<file path="src/rtl/arb_mux_16_1_pkg.sv">
// Shared constants and state encoding for the 16-to-1 round-robin collector.
package arb_mux_16_1_pkg;

  localparam int CHANNELS = 16;
  localparam int SEL_W    = 4;

  // The output register state is the same bit that drives out_valid.
  typedef enum logic {
    EMPTY = 1'b0,
    FULL  = 1'b1
  } arb_state_e;

endpackage

</file>
<file path="src/rtl/arb_mux_16_1_rr_pick.sv">
// Combinational round-robin picker: rotate requests so ptr is bit 0,
// priority-encode the lowest set bit, then rotate the index back.
module rr_pick_16
  import arb_mux_16_1_pkg::*;
(
  input  logic [CHANNELS-1:0] req,
  input  logic [SEL_W-1:0]    ptr,
  output logic [CHANNELS-1:0] grant,
  output logic [SEL_W-1:0]    idx,
  output logic                any_grant
);

  logic [2*CHANNELS-1:0] dbl;
  logic [CHANNELS-1:0]   rot;
  logic [SEL_W-1:0]      off;

  always_comb begin
    dbl       = {req, req} >> ptr;
    rot       = dbl[CHANNELS-1:0];
    off       = '0;
    any_grant = 1'b0;
    // Descending scan so the lowest set rotated bit wins.
    for (int i = CHANNELS - 1; i >= 0; i--) begin
      if (rot[i]) begin
        off       = SEL_W'(i);
        any_grant = 1'b1;
      end
    end
    idx   = ptr + off;
    grant = any_grant ? (CHANNELS'(1) << idx) : '0;
  end

endmodule

</file>
<file path="src/rtl/arb_mux_16_1.sv">
// Round-robin 16-to-1 gather with a single registered output stage; each
// output word is tagged with the index of the channel it came from.
module arb_mux_16_1
  import arb_mux_16_1_pkg::*;
#(
  parameter int bus_size = 8
) (
  input  logic                         clk,
  input  logic                         reset,
  input  logic [CHANNELS-1:0]          in_valid,
  input  logic [CHANNELS*bus_size-1:0] in_data,
  output logic [CHANNELS-1:0]          in_ready,
  output logic                         out_valid,
  output logic [bus_size-1:0]          out_data,
  output logic [SEL_W-1:0]             out_sel,
  input  logic                         out_ready
);

  // Handshake: a word moves on a rising clk edge when valid and ready are
  // both high in the cycle before it. in_ready is at most one-hot and only
  // rises when the output register is empty or is being drained this cycle.

  arb_state_e          state_q, state_d;
  logic [SEL_W-1:0]    ptr_q;
  logic [CHANNELS-1:0] grant;
  logic [SEL_W-1:0]    grant_idx;
  logic                any_grant;
  logic                can_load;
  logic                load;
  logic [bus_size-1:0] sel_data;

  rr_pick_16 u_pick (
    .req       (in_valid),
    .ptr       (ptr_q),
    .grant     (grant),
    .idx       (grant_idx),
    .any_grant (any_grant)
  );

  assign out_valid = (state_q == FULL);
  assign can_load  = (state_q == EMPTY) || out_ready;
  assign load      = can_load && any_grant;
  assign in_ready  = load ? grant : '0;
  assign sel_data  = in_data[grant_idx*bus_size +: bus_size];

  always_comb begin
    state_d = state_q;
    if (load) begin
      state_d = FULL;
    end else if ((state_q == FULL) && out_ready) begin
      state_d = EMPTY;
    end
  end

  always_ff @(posedge clk or posedge reset) begin
    if (reset) begin
      state_q  <= EMPTY;
      out_data <= '0;
      out_sel  <= '0;
      ptr_q    <= '0;
    end else begin
      state_q <= state_d;
      if (load) begin
        out_data <= sel_data;
        out_sel  <= grant_idx;
        ptr_q    <= grant_idx + SEL_W'(1);
      end
    end
  end

endmodule
</file>
<file path="config.mk">
export PLATFORM = sky130hd
export DESIGN_NAME = arb_mux_16_1
export DESIGN_NICKNAME = d
export VERILOG_FILES = /design/src/rtl/arb_mux_16_1_pkg.sv /design/src/rtl/arb_mux_16_1_rr_pick.sv /design/src/rtl/arb_mux_16_1.sv
export SDC_FILE = /design/constraint.sdc
export NUM_CORES = 1
export LEC_CHECK = 0
export ABC_AREA = 1
export ABC_CLOCK_PERIOD_IN_PS = 6110
export CAP_MARGIN = 20
export CORE_ASPECT_RATIO = 0.9
export CORE_UTILIZATION = 42
export CTS_BUF_LIST = sky130_fd_sc_hd__clkbuf_4
export CTS_CLUSTER_SIZE = 28
export DETAILED_ROUTE_END_ITERATION = 10
export PLACE_DENSITY = 0.87
export SYNTH_ARGS = -nofsm -noshare
export SYNTH_HDL_FRONTEND = slang
export SYNTH_HIERARCHICAL = 1
export SYNTH_SLANG_ARGS = --single-unit
</file>
<file path="constraint.sdc">
create_clock -name clk -period 6.11 [get_ports clk]
set_input_delay 1.222 -clock clk [delete_from_list [all_inputs] [get_ports clk]]
set_output_delay 1.222 -clock clk [all_outputs]
set_load 0.005 [all_outputs]
</file>
==> results of run 1 <==
layout by cell type (no fill, tap or decap), types with 5 or more instances in the layout:
master           count
buf_4               31
dlygate4sd2_1       10
o21ai_0             20
o211ai_1            10
nand2_1            253
nand3_1            112
o21ai_1              7
nand2_2             28
inv_1               41
nand3_2             24
nor2_1              45
nor2_4              12
clkbuf_2             5
dlymetal6s2s_1      16
dfrtp_1             16
o21ai_2              5
clkdlybuf4s50_1    143
inv_2                7
repair_timing:
action                                  CTS  global route
gates resized for setup                  36            66
pin swaps                                 6            15
buffers inserted                          4             1
endpoints found under the setup margin   16            16
hold buffers                              0             0
worst paths after layout:
| check | start | end | slack (ps) | cells past startpoint |
|---|---|---|---|---|
| max reg2reg | ptr_q[1] | out_data[3] | 1410 | 33 |
| min in group asynchronous | reset | out_sel[1] | 1280 | 2 |
| max | in_valid[3] | in_ready[1] | 440 | 33 |
| min | out_data[3] | out_data[3] | 500 | 2 |
| min reg2reg | out_data[3] | out_data[3] | 500 | 2 |
| max in group asynchronous | reset | ptr_q[1] | 4380 | 2 |
worst max-delay path, delay by kind of cell:
| kind | cells | cell delay, ps |
|---|---|---|
| adders and majority gates | 2 | 590 |
| buffers and inverters | 7 | 730 |
| xor gates and xnor gates | 1 | 170 |
| and+or+nand+nor | 20 | 1300 |
| AOI/OAI and AO/OA | 3 | 430 |
logic make-up (layout without fill, tap and decap cells):
family	Yosys count	in the layout	share of synthesized area, %
and+or+nand+nor	483	483	61.6
xor gates and xnor gates	4	4	1.01
adders and majority gates	5	5	2.01
DFF	17	17	12.2
AOI/OAI and AO/OA	52	52	9.31
buffers and inverters	92	265	13.8
layer usage:
metal  vias up  GRT usage (%)
met1      2190           31.9
met2       169           53.1
met3        37           3.00
met4         0           11.4
li1       2433              -
met5         -              0
state kept, by name (all words and copies together) (netlist names):
signal and flops:
ptr_q 4, out_valid 1, out_data 8, out_sel 4
metrics by stage:
stage          cells  hold slack [ps]  utilization [%]  TNS [ps]
2_1_floorplan    653              472                -         0
3_3_place_gp     916              469             66.3     -1900
3_5_place_dp     916              469             66.3     -3910
4_1_cts          924              497             67.6         0
5_1_grt          925              522             69.7         0
6_report         925              496             69.7         0
final cells by class:
cell class                      instances  area share [%]
Clock buffer                            3           0.402
Multi-Input combinational cell        544            49.7
Timing Repair Buffer                  209            36.2
Sequential cell                        17            7.62
Clock inverter                          1           0.134
Tap cell                               99            2.21
Inverter                               52            3.75
==> results.py, run 1 <==
metrics = {
    "global_routing": {
        "grt-ovfl-total": 0,
        "grt_max_degree": 66,
        "grt_pass1_vias": 4476,
        "grt.total_usage_pct": 27.8,
        "grt_antenna_before_repair": 0,
        "grt_pass1_wl_um": 19700,
    },
    "logic_synthesis": {
        "syn-cell-area_sq_um": 3480,
        "ys_seq_area_share_pct": 12.2,
        "synth_common_cells": "269 x nand2_1, 134 x nand3_1, 48 x nor2_1",
        "synth_top_area_share_pct": 29.0,
        "syn_area_per_cell_sq_um": 5.33,
        "netlist_instances": 653,
        "synth_cell_types": 34,
        "synthArstFlopShare_pct": 100,
        "synthTopCellsByArea": "nand2_1 29%, nand3_1 19%, dfrtp_1 12%",
        "synth_nets": 805,
        "ys_ff_latch": 17,
        "synth_edf_count": 0,
        "ys.flop_type": "dfrtp_1",
        "yosysMostFrequentCell": "nand2_1",
        "yosys_warnings": 6,
        "yosysTopAreaCell": "nand2_1",
    },
    "sta": {
        "fmax_mhz": 176,
        "worst_pin_slew_ps": 728,
        "fin_ws_ps": 439,
        "slew_violations": 0,
        "min_period_ps": 5670,
        "timing.final.crit_share_pct": 92.8,
        "clock_skew_ps": 17.8,
        "setup_viol": 0,
        "rsz0062_at_grt": "no",
        "hold_violations": 0,
        "slew_headroom_pct": 51.4,
    },
    "cts": {
        "clockBufferDepth": 2,
        "cts_buffers": 3,
        "cts_tree": "built",
        "clkLatencyLatePin_ps": 310,
        "cts.clk_slew.worst_paths_ps": 90,
        "htreeDepth": 1,
        "clock_sinks": 17,
        "clock-root-buffer": "clkbuf_4",
    },
    "outcome": {
        "violations": "DRC",
        "run_status": "complete, but fails checks",
    },
    "worst_setup_path": {
        "cp.arrival_ps": 4450,
        "end_kind": "output pin",
        "crit_top_cell": "nand2_1",
        "path_max_fanout": 4,
        "crit_slowest_cell": "fa_2",
        "critPathLaunchType": "input port",
        "slowest_delay_ps": 400,
        "crit_type": "in2out",
        "crit_required_ps": 4890,
    },
    "finish": {
        "multi_input_area_sq_um": 2780,
        "regArea_sq_um": 427,
        "fillers": 702,
        "synthToLayoutAreaGrowth_pct": 60.9,
        "antenna_cells": 0,
        "final_area_sq_um": 5600,
        "nets": 979,
        "drive_gt1_share_pct": 16.8,
    },
    "placed_design": {
        "dpl_cell_area_sq_um": 5320,
        "dpl.hpwl_um": 9580,
        "pre_cts_slack_ps": -289,
        "place_congestion": 0.957,
        "port_buffers": 175,
    },
    "floorplanning": {
        "ios": 176,
        "fp.coreArea_sq_um": 8030,
        "start_util_pct": 43.4,
        "die_h_um": 88.4,
        "die-area_sq_um": 8660,
        "rows": 31,
        "die_x_um": 98.0,
    },
    "routing": {
        "wl_per_cell_um": 13.7,
        "via_per_inst": 5.22,
        "antenna_left": 0,
        "dr_wl_met3_um": 583,
        "drt_wl_total_um": 12600,
        "wl_met1_um": 5020,
        "highest_layer": "met4",
        "drc": 2,
        "drt_iter0_drc": 215,
        "vias": 4829,
        "drt_first_pass_iters": 8,
        "routed-wl-met2_um": 6580,
    },
    "min_path": {
        "holdCritPathClass": "reg2reg",
    },
    "flow_run": {
        "max_cap_violations": 0,
    },
}
Power of run 1 is left out: the tool's default activity adds up to more than one toggle a clock period on the data nets, which glitch-free logic cannot reach.
==> run 2, diff against run 1 <==
--- a/config.mk
+++ b/config.mk
@@ -7,7 +7,6 @@
 export LEC_CHECK = 0
 export ABC_AREA = 1
 export ABC_CLOCK_PERIOD_IN_PS = 6110
-export CAP_MARGIN = 20
 export CORE_ASPECT_RATIO = 0.9
 export CORE_UTILIZATION = 42
 export CTS_BUF_LIST = sky130_fd_sc_hd__clkbuf_4
==> results of run 2 <==
Same layout as run 1: the final DEF is identical, and so are final timing and power.
Power of run 2 is left out for the same reason.
==> run 3, diff against run 2 <==
--- a/config.mk
+++ b/config.mk
@@ -13,6 +13,7 @@
 export CTS_CLUSTER_SIZE = 28
 export DETAILED_ROUTE_END_ITERATION = 10
 export PLACE_DENSITY = 0.87
+export REMOVE_ABC_BUFFERS = 1
 export SYNTH_ARGS = -nofsm -noshare
 export SYNTH_HDL_FRONTEND = slang
 export SYNTH_HIERARCHICAL = 1
==> run 3 against run 2 <==
Net effect: worst setup slack got worse by 18 ps; final cell count up 0.54%; clock skew shrank 14 ps; sequential cell count unchanged; highest routed layer unchanged; the flow still finishes with violations (DRC); utilization about the same; hold slack lost 2.1 ps; critical endpoint is now in_ready[4]; non-clock buffer count is 5 higher; clock-buffer cell count unchanged.
==> results.py, run 3 (same netlist as run 1, synthesis figures left out) <==
metrics = {
    "outcome": {
        "run_status": "complete, but fails checks",
        "violations": "DRC",
    },
    "worst_setup_path": {
        "end_kind": "output pin",
        "crit_top_cell": "nand2_1",
        "crit_type": "in2out",
        "slowest_delay_ps": 320,
        "critPathLaunchType": "input port",
        "cp.arrival_ps": 4470,
        "path_max_fanout": 9,
        "crit_required_ps": 4890,
        "crit_slowest_cell": "or2_4",
    },
    "cts": {
        "cts_buffers": 3,
        "cts.clk_slew.worst_paths_ps": 100,
        "clock_sinks": 17,
        "clock-root-buffer": "clkbuf_4",
        "cts_tree": "built",
        "hold_buffers": 0,
        "clkLatencyLatePin_ps": 300,
        "clockBufferDepth": 2,
        "htreeDepth": 1,
    },
    "routing": {
        "drt_first_pass_iters": 8,
        "drt_wl_total_um": 12600,
        "via_per_inst": 5.25,
        "antenna_left": 0,
        "vias": 4879,
        "drc": 3,
        "wl_per_cell_um": 13.5,
        "drt_iter0_drc": 214,
    },
    "finish": {
        "reg.largest.list": "out_data x8, out_sel x4, ptr_q x4",
        "layout.cells.non_filler": 930,
        "synthToLayoutAreaGrowth_pct": 60.9,
        "final_common_cell": "nand2_1",
        "antenna_cells": 0,
        "drive_gt1_share_pct": 17.4,
        "nets": 984,
        "fillers": 707,
        "regArea_sq_um": 425,
        "regMostFlops": "out_data",
        "multi_input_area_sq_um": 2770,
        "largest_reg_flops": 8,
        "mostFrequentLayoutCells": "255 x nand2_1, 143 x clkdlybuf4s50_1, 111 x nand3_1",
    },
    "floorplanning": {
        "die_x_um": 98.0,
        "start_util_pct": 43.4,
        "ios": 176,
        "die_h_um": 88.4,
        "rows": 31,
        "die-area_sq_um": 8660,
        "fp.coreArea_sq_um": 8030,
    },
    "sta": {
        "hold_violations": 0,
        "slew_violations": 0,
        "fmax_mhz": 176,
        "clock_skew_ps": 4.17,
        "hold-worst-slack_ps": 493,
        "worst_pin_slew_ps": 1060,
        "slew_headroom_pct": 29.4,
        "setup_viol": 0,
        "min_period_ps": 5690,
        "rsz0062_at_grt": "no",
        "timing.final.crit_share_pct": 93.1,
    },
    "global_routing": {
        "grt_pass1_vias": 4467,
        "grt_max_degree": 68,
        "grt-ovfl-total": 0,
        "grt.total_usage_pct": 27.3,
        "grt_pass1_wl_um": 19600,
        "grt_antenna_before_repair": 0,
    },
    "min_path": {
        "holdCritPathClass": "reg2reg",
    },
    "flow_run": {
        "max_cap_violations": 0,
    },
    "placed_design": {
        "dpl.hpwl_um": 9550,
        "dp.cells": 918,
        "port_buffers": 175,
        "place_congestion": 0.906,
    },
}
[run 3: changes by cell type in the layout (fill, tap and decap cells not counted), moves of 2 or more]
cell            delta
nand2_2            -2
dlygate4sd2_1      -6
buf_4              +7
buf_6              -2
clkbuf_2           +3
nand2_1            +2
dlymetal6s2s_1     +2
[run 3: layout make-up]
type                    instances  share of cell area (%)
clock buffers                   3                   0.402
clock inverters                 1                  0.0893
inverters                      52                    3.71
multi-input cells             544                    49.5
flip-flops and latches         17                    7.59
well taps                      99                    2.21
repair buffers                214                    36.5
[run 3: repair_timing]
action | 4_1_cts | 5_1_grt
pin swaps | 5 | 13
buffers inserted | 3 | 5
endpoints found under the setup margin | 16 | 16
gates resized for setup | 19 | 83
[run 3: path summary, 6_finish.rpt]
path | from | endpoint | slack (ps) | cells past startpoint
worst max-delay path | in_valid[3] | in_ready[4] | 420 | 26
worst min-delay path | out_sel[2] | out_sel[2] | 490 | 2
worst max register to register | ptr_q[3] | out_data[6] | 1550 | 30
min in group asynchronous | reset | out_data[2] | 1290 | 2
max in group asynchronous | reset | out_data[5] | 4410 | 2
worst min register to register | out_sel[2] | out_sel[2] | 490 | 2
[run 3: layer usage]
layer	GRT usage, %	share of wire (%)
met1	32.1	39
met2	49.6	50
met3	3.87	6.0
met4	13.2	4.3
met5	0	0
[run 3: critical path, delay by kind of cell]
family / cells / cell delay [ps]
xor+xnor: 1 / 170
simple gates: 14 / 1390
buf+inv: 7 / 860
compound gates: 3 / 540
fa+ha+maj: 1 / 260
[run 3: per-stage QoR]
stage	TNS [ps]	setup slack (ps)	cell area, sq um	utilization, %
floorplan	0	108	3210	-
global placement	-2510	-183	5340	66.5
detailed placement	-3700	-272	5340	66.5
CTS	-153	-77.5	5400	67.2
global route	0	126	5600	69.8
finish	0	421	5600	69.8
Power of run 3 is left out for the same reason.
